[src/rtl/fetch_sequencer.sv]
// rtl/fetch_sequencer.sv - instruction fetch / control-flow sequencer for the 16-bit processor
module fetch_sequencer #(
    parameter int MAX_WAIT = 255
) (
    input  logic        clk,
    input  logic        rst,
    input  logic        run,
    input  logic [15:0] pc_value,
    output logic        pc_load,
    output logic        pc_inc,
    output logic [15:0] pc_in,
    output logic        mem_req,
    output logic [15:0] mem_addr,
    input  logic [15:0] mem_rdata,
    input  logic        mem_ack,
    output logic [15:0] ir,
    input  logic        zero_flag,
    output logic        exec_start,
    input  logic        exec_done,
    output logic        halted,
    output logic        error,
    output logic [2:0]  state
);

    localparam logic [2:0] S_IDLE   = 3'd0;
    localparam logic [2:0] S_FETCH  = 3'd1;
    localparam logic [2:0] S_DECODE = 3'd2;
    localparam logic [2:0] S_EXEC   = 3'd3;
    localparam logic [2:0] S_FETCH2 = 3'd4;
    localparam logic [2:0] S_HALT   = 3'd5;
    localparam logic [2:0] S_ERROR  = 3'd6;

    localparam logic [3:0] OP_NOP  = 4'h0;
    localparam logic [3:0] OP_JMP  = 4'h1;
    localparam logic [3:0] OP_JZ   = 4'h2;
    localparam logic [3:0] OP_JNZ  = 4'h3;
    localparam logic [3:0] OP_JMPL = 4'h4;
    localparam logic [3:0] OP_HALT = 4'hF;

    localparam logic [7:0] WAIT_LIMIT = 8'(MAX_WAIT);

    logic [2:0]  state_q;
    logic [2:0]  state_d;
    logic [15:0] ir_q;
    logic [7:0]  wait_q;
    logic [3:0]  opcode;
    logic [15:0] jmp_target;
    logic [2:0]  boundary_state;
    logic        in_fetch;

    assign opcode         = ir_q[15:12];
    assign jmp_target     = {4'h0, ir_q[11:0]};
    assign boundary_state = run ? S_FETCH : S_IDLE;
    assign in_fetch       = (state_q == S_FETCH) || (state_q == S_FETCH2);

    // Every output is a pure decode of state and inputs, so reset alone zeroes them.
    always_comb begin
        state_d    = state_q;
        pc_load    = 1'b0;
        pc_inc     = 1'b0;
        pc_in      = 16'h0000;
        mem_req    = 1'b0;
        exec_start = 1'b0;
        case (state_q)
            S_IDLE: begin
                if (run) begin
                    state_d = S_FETCH;
                end
            end
            S_FETCH: begin
                mem_req = 1'b1;
                if (mem_ack) begin
                    pc_inc  = 1'b1;
                    state_d = S_DECODE;
                end else if (wait_q == WAIT_LIMIT) begin
                    state_d = S_ERROR;
                end
            end
            S_DECODE: begin
                case (opcode)
                    OP_NOP: begin
                        state_d = boundary_state;
                    end
                    OP_JMP: begin
                        pc_load = 1'b1;
                        pc_in   = jmp_target;
                        state_d = boundary_state;
                    end
                    OP_JZ: begin
                        if (zero_flag) begin
                            pc_load = 1'b1;
                            pc_in   = jmp_target;
                        end
                        state_d = boundary_state;
                    end
                    OP_JNZ: begin
                        if (!zero_flag) begin
                            pc_load = 1'b1;
                            pc_in   = jmp_target;
                        end
                        state_d = boundary_state;
                    end
                    OP_JMPL: begin
                        state_d = S_FETCH2;
                    end
                    OP_HALT: begin
                        state_d = S_HALT;
                    end
                    default: begin
                        exec_start = 1'b1;
                        state_d    = S_EXEC;
                    end
                endcase
            end
            S_EXEC: begin
                if (exec_done) begin
                    state_d = boundary_state;
                end
            end
            S_FETCH2: begin
                // PC already points past the JMPL word, so mem_addr is the operand address.
                mem_req = 1'b1;
                if (mem_ack) begin
                    pc_load = 1'b1;
                    pc_in   = mem_rdata;
                    state_d = boundary_state;
                end else if (wait_q == WAIT_LIMIT) begin
                    state_d = S_ERROR;
                end
            end
            S_HALT: begin
                state_d = S_HALT;
            end
            S_ERROR: begin
                state_d = S_ERROR;
            end
            default: begin
                state_d = S_ERROR;
            end
        endcase
    end

    always_ff @(posedge clk or posedge rst) begin
        if (rst) begin
            state_q <= S_IDLE;
            ir_q    <= 16'h0000;
            wait_q  <= 8'h00;
        end else begin
            state_q <= state_d;
            if ((state_q == S_FETCH) && mem_ack) begin
                ir_q <= mem_rdata;
            end
            // Counter restarts on any entry to a fetch state and only runs while waiting.
            if (in_fetch && (state_d == state_q)) begin
                wait_q <= wait_q + 8'd1;
            end else begin
                wait_q <= 8'h00;
            end
        end
    end

    assign mem_addr = pc_value;
    assign ir       = ir_q;
    assign halted   = (state_q == S_HALT);
    assign error    = (state_q == S_ERROR);
    assign state    = state_q;

endmodule

[config.mk]
export PLATFORM = sky130hd
export DESIGN_NAME = fetch_sequencer
export DESIGN_NICKNAME = d
export VERILOG_FILES = /design/src/rtl/fetch_sequencer.sv
export SDC_FILE = /design/constraint.sdc
export NUM_CORES = 1
export LEC_CHECK = 0
export CAP_MARGIN = 20
export CORE_UTILIZATION = 39
export CTS_CLUSTER_SIZE = 16
export DETAILED_ROUTE_END_ITERATION = 8
export PLACE_DENSITY = 0.81
export SETUP_SLACK_MARGIN = 0.1
export SYNTH_ARGS = -nofsm -noshare
export SYNTH_HDL_FRONTEND = slang
export SYNTH_SLANG_ARGS = --single-unit
[constraint.sdc]
create_clock -name clk -period 1.75 [get_ports clk]
set_clock_uncertainty 0.1 [all_clocks]
set_input_delay 0.2625 -clock clk [delete_from_list [all_inputs] [get_ports clk]]
set_output_delay 0.2625 -clock clk [all_outputs]
set_load 0.005 [all_outputs]
==> results by group <==
Setup path
  – Critical path peak fanout: 5
  – Arr. time, crit path: 1.78 ns
  – Crit Path Class: reg -> out
  – Worst EP required: around 1.4 ns
  – Startpoint Class: register
  – CP Capture Type: output pin

Clocking
  – H-tree depth: 1
  – Clk sink count: 27
  – # hold bufs at CTS: 0
  – Number of buffers created by CTS: 3
  – Clk buf depth: 2
  – Clk Latency, worst-skew pair: just under 0.3 ns
  – CTS tree: built
  – Worst-path clk slew: roughly 0.10 ns
  – Root Buffer: clkbuf_8

Floorplan
  – Starting Density: 0.418
  – Die width: between 60 and 70 um
  – Num rows: 23
  – I/O Pins: 95
  – Die height: just under 70 um
  – Total core area: 4120 sq um
  – Die area: roughly 4700 sq um

Timing
  – RSZ-0062 raised after global routing: yes
  – Final setup margin: -0.388 ns
  – Setup violations, final: 47
  – Worst Hold Slack: 0.226 ns
  – Tmin final: 2.14 ns
  – Max-slew violations: 0
  – Fmax: 0.468 GHz
  – Slew margin rel.: 0.745
  – Final Hold Vio Count: 0
  – Final worst path period share: 1.22
  – Worst Tran Pin Value: around 0.38 ns

Global route
  – Largest net degree at the start of global routing: 28
  – First-pass GRT wire length: between 8 and 9 mm
  – Initial antenna violation count: 0
  – Grt ovf: 0
  – All-Layer GR Usage: 0.265
  – Vias in the first global route: approximately 1.7k

Outcome
  – Failing checks: setup timing
  – Run status: finished with violations

Logic synthesis
  – Post-Syn Instances: 150
  – Post-synth top area share: 0.393
  – Async set or reset register ratio after synthesis: 1.00
  – Syn Std Cell Area: between 1500 and 2000 sq um
  – Top post-synthesis cells by area: dfrtp_1, mux2_2, buf_4
  – Synth Area per Inst: 11.5 sq um
  – Ys flop type: dfrtp_1
  – Synth Register Bits: 27
  – Seq/Total Area, Yosys: 0.393
  – Most numerous cell in the Yosys netlist: dfrtp_1
  – Syn Nets: approximately 190
  – Synth top cells by count: dfrtp_1, buf_4, a22o_1, mux2_2, o21ai_0
  – Distinct cells, synth: 45
  – EDFF count, synth: 0
  – Post-synth top area cell: dfrtp_1
  – Yosys synthesis warning count: 0

Placed design
  – Dpl hpwl: 2.88 mm
  – Cell Area, Placed: 2390 sq um
  – # port buffers: 62
  – Final RePlAce weighted congestion: 0.781
  – Pre-CTS WS: -0.649 ns

Route
  – TritonRoute pass-1 iters: 4
  – WL per Instance: 19.4 um
  – Final wirelength: 5.79 mm
  – Vias per inst: 5.56
  – # DRC: 0
  – Initial DRC count: 40
  – Via count: 1658
  – Post-DRT Antenna Nets: 0

Cells and area
  – Multi-input logic area: between 1000 and 1500 sq um
  – Final instance area: 2960 sq um
  – Fill count: 290
  – Share of post-route cells with drive strength above 1: 0.540
  – ANT cells: 0
  – Final Core Density: 0.720
  – Net count, final: 288
  – Layout area overhead: 72.3%
  – Reg area: approximately 680 sq um

Power and ir drop
  – Design Power: 4170 uW
  – P per Cell Area: roughly 1400 nW/um^2
  – Maximum vdd drop: about 770 uV
  – P_leak: 0.00136 uW

Job
  – Max-cap violations: 0

Min path
  – HP Class: in -> async
==> layout by cell type, fill, tap and decap left out, types with 3 or more instances in the layout <==
cell type / netlist / routed
a22o_1: 12 / 12
or3_1: 4 / 4
clkbuf_8: 0 / 3
a211oi_2: 3 / 3
buf_4: 17 / 22
clkdlybuf4s50_1: 0 / 33
buf_2: 1 / 15
o21ai_0: 5 / 4
mux2_4: 0 / 16
dlygate4sd2_1: 0 / 4
nand4_1: 3 / 3
nand2b_4: 3 / 3
nor3_2: 4 / 4
and2_4: 0 / 4
dfrtp_1: 27 / 27
o21a_1: 3 / 3
buf_12: 0 / 3
nand3_1: 4 / 4
buf_6: 4 / 35
==> timing repair <==
| item | in CTS | in global routing |
|---|---|---|
| buffers inserted | 29 | 4 |
| endpoints found under the setup margin | 47 | 51 |
| pin swaps | 29 | 10 |
| cloned | 3 | 0 |
| gates resized for setup | 159 | 23 |
==> path summary, 6_finish.rpt <==
check | end | start | cells past startpoint | slack (ns)
worst max-delay path | pc_in[11] | state[2]$_DFF_PP0_ | 9 | -0.39
worst min-delay path | ir[1]$_DFFE_PP0P_ | rst | 3 | 0.23
worst max register to register | state[1]$_DFF_PP0_ | ir[12]$_DFFE_PP0P_ | 7 | -0.24
worst min register to register | ir[2]$_DFFE_PP0P_ | ir[2]$_DFFE_PP0P_ | 1 | 0.45
max in group asynchronous | wait_q[4]$_DFF_PP0_ | rst | 3 | 1.06
min in group clk | mem_addr[14] | pc_value[14] | 0 | 0.43
==> state kept, by name, summed over array words and instances (netlist names) <==
signal	cells
ir	16
wait_q	8
state	3
==> stage by stage <==
| step | setup TNS [ns] | instances |
|---|---|---|
| 2_1_floorplan | 0 | 150 |
| 3_3_place_gp | -13.55 | 260 |
| 3_5_place_dp | -14.20 | 260 |
| 4_1_cts | -5.04 | 294 |
| 5_1_grt | -12.02 | 298 |
| 6_report | -10.05 | 298 |
==> worst max-delay path, cell delays in order (launching register included) <==
cell and delay, ns:
dfrtp_1 0.42, buf_4 0.15, buf_6 0.11, nand2b_4 0.07, nor2_4 0.05, buf_6 0.12, buf_12 0.13, buf_12 0.12
a22o_1 0.18, buf_2 0.14
==> cell families after synthesis <==
group | share of synthesized area
adders and majority gates | 0.00728
AOI/OAI and AO/OA | 0.175
buffers and inverters | 0.110
and+or+nand+nor | 0.194
xor gates and xnor gates | 0.0153
muxes | 0.105
DFF | 0.393
==> cell type report <==
cell class / instances / area share
Inverter: 3 / 0.00380
Tap cell: 50 / 0.0211
Multi-Input combinational cell: 99 / 0.350
Clock buffer: 3 / 0.0139
Clock inverter: 1 / 0.00296
Timing Repair Buffer: 115 / 0.380
Sequential cell: 27 / 0.228
==> routing by layer <==
metal | share of wire | routed length, um | global-route usage
met2 | 0.52 | 2980 | 0.456
met1 | 0.39 | 2270 | 0.306
met4 | 0.041 | 239 | 0.156
met3 | 0.051 | 295 | 0.0450
met5 | 0 | 0 | 0
==> power by group <==
group          internal [uW]  switching [uW]
clock network            168             226
registers                858             205
logic                   1680            1030
total                   2710            1460
No activity file was read; power rests on OpenSTA's default activity.
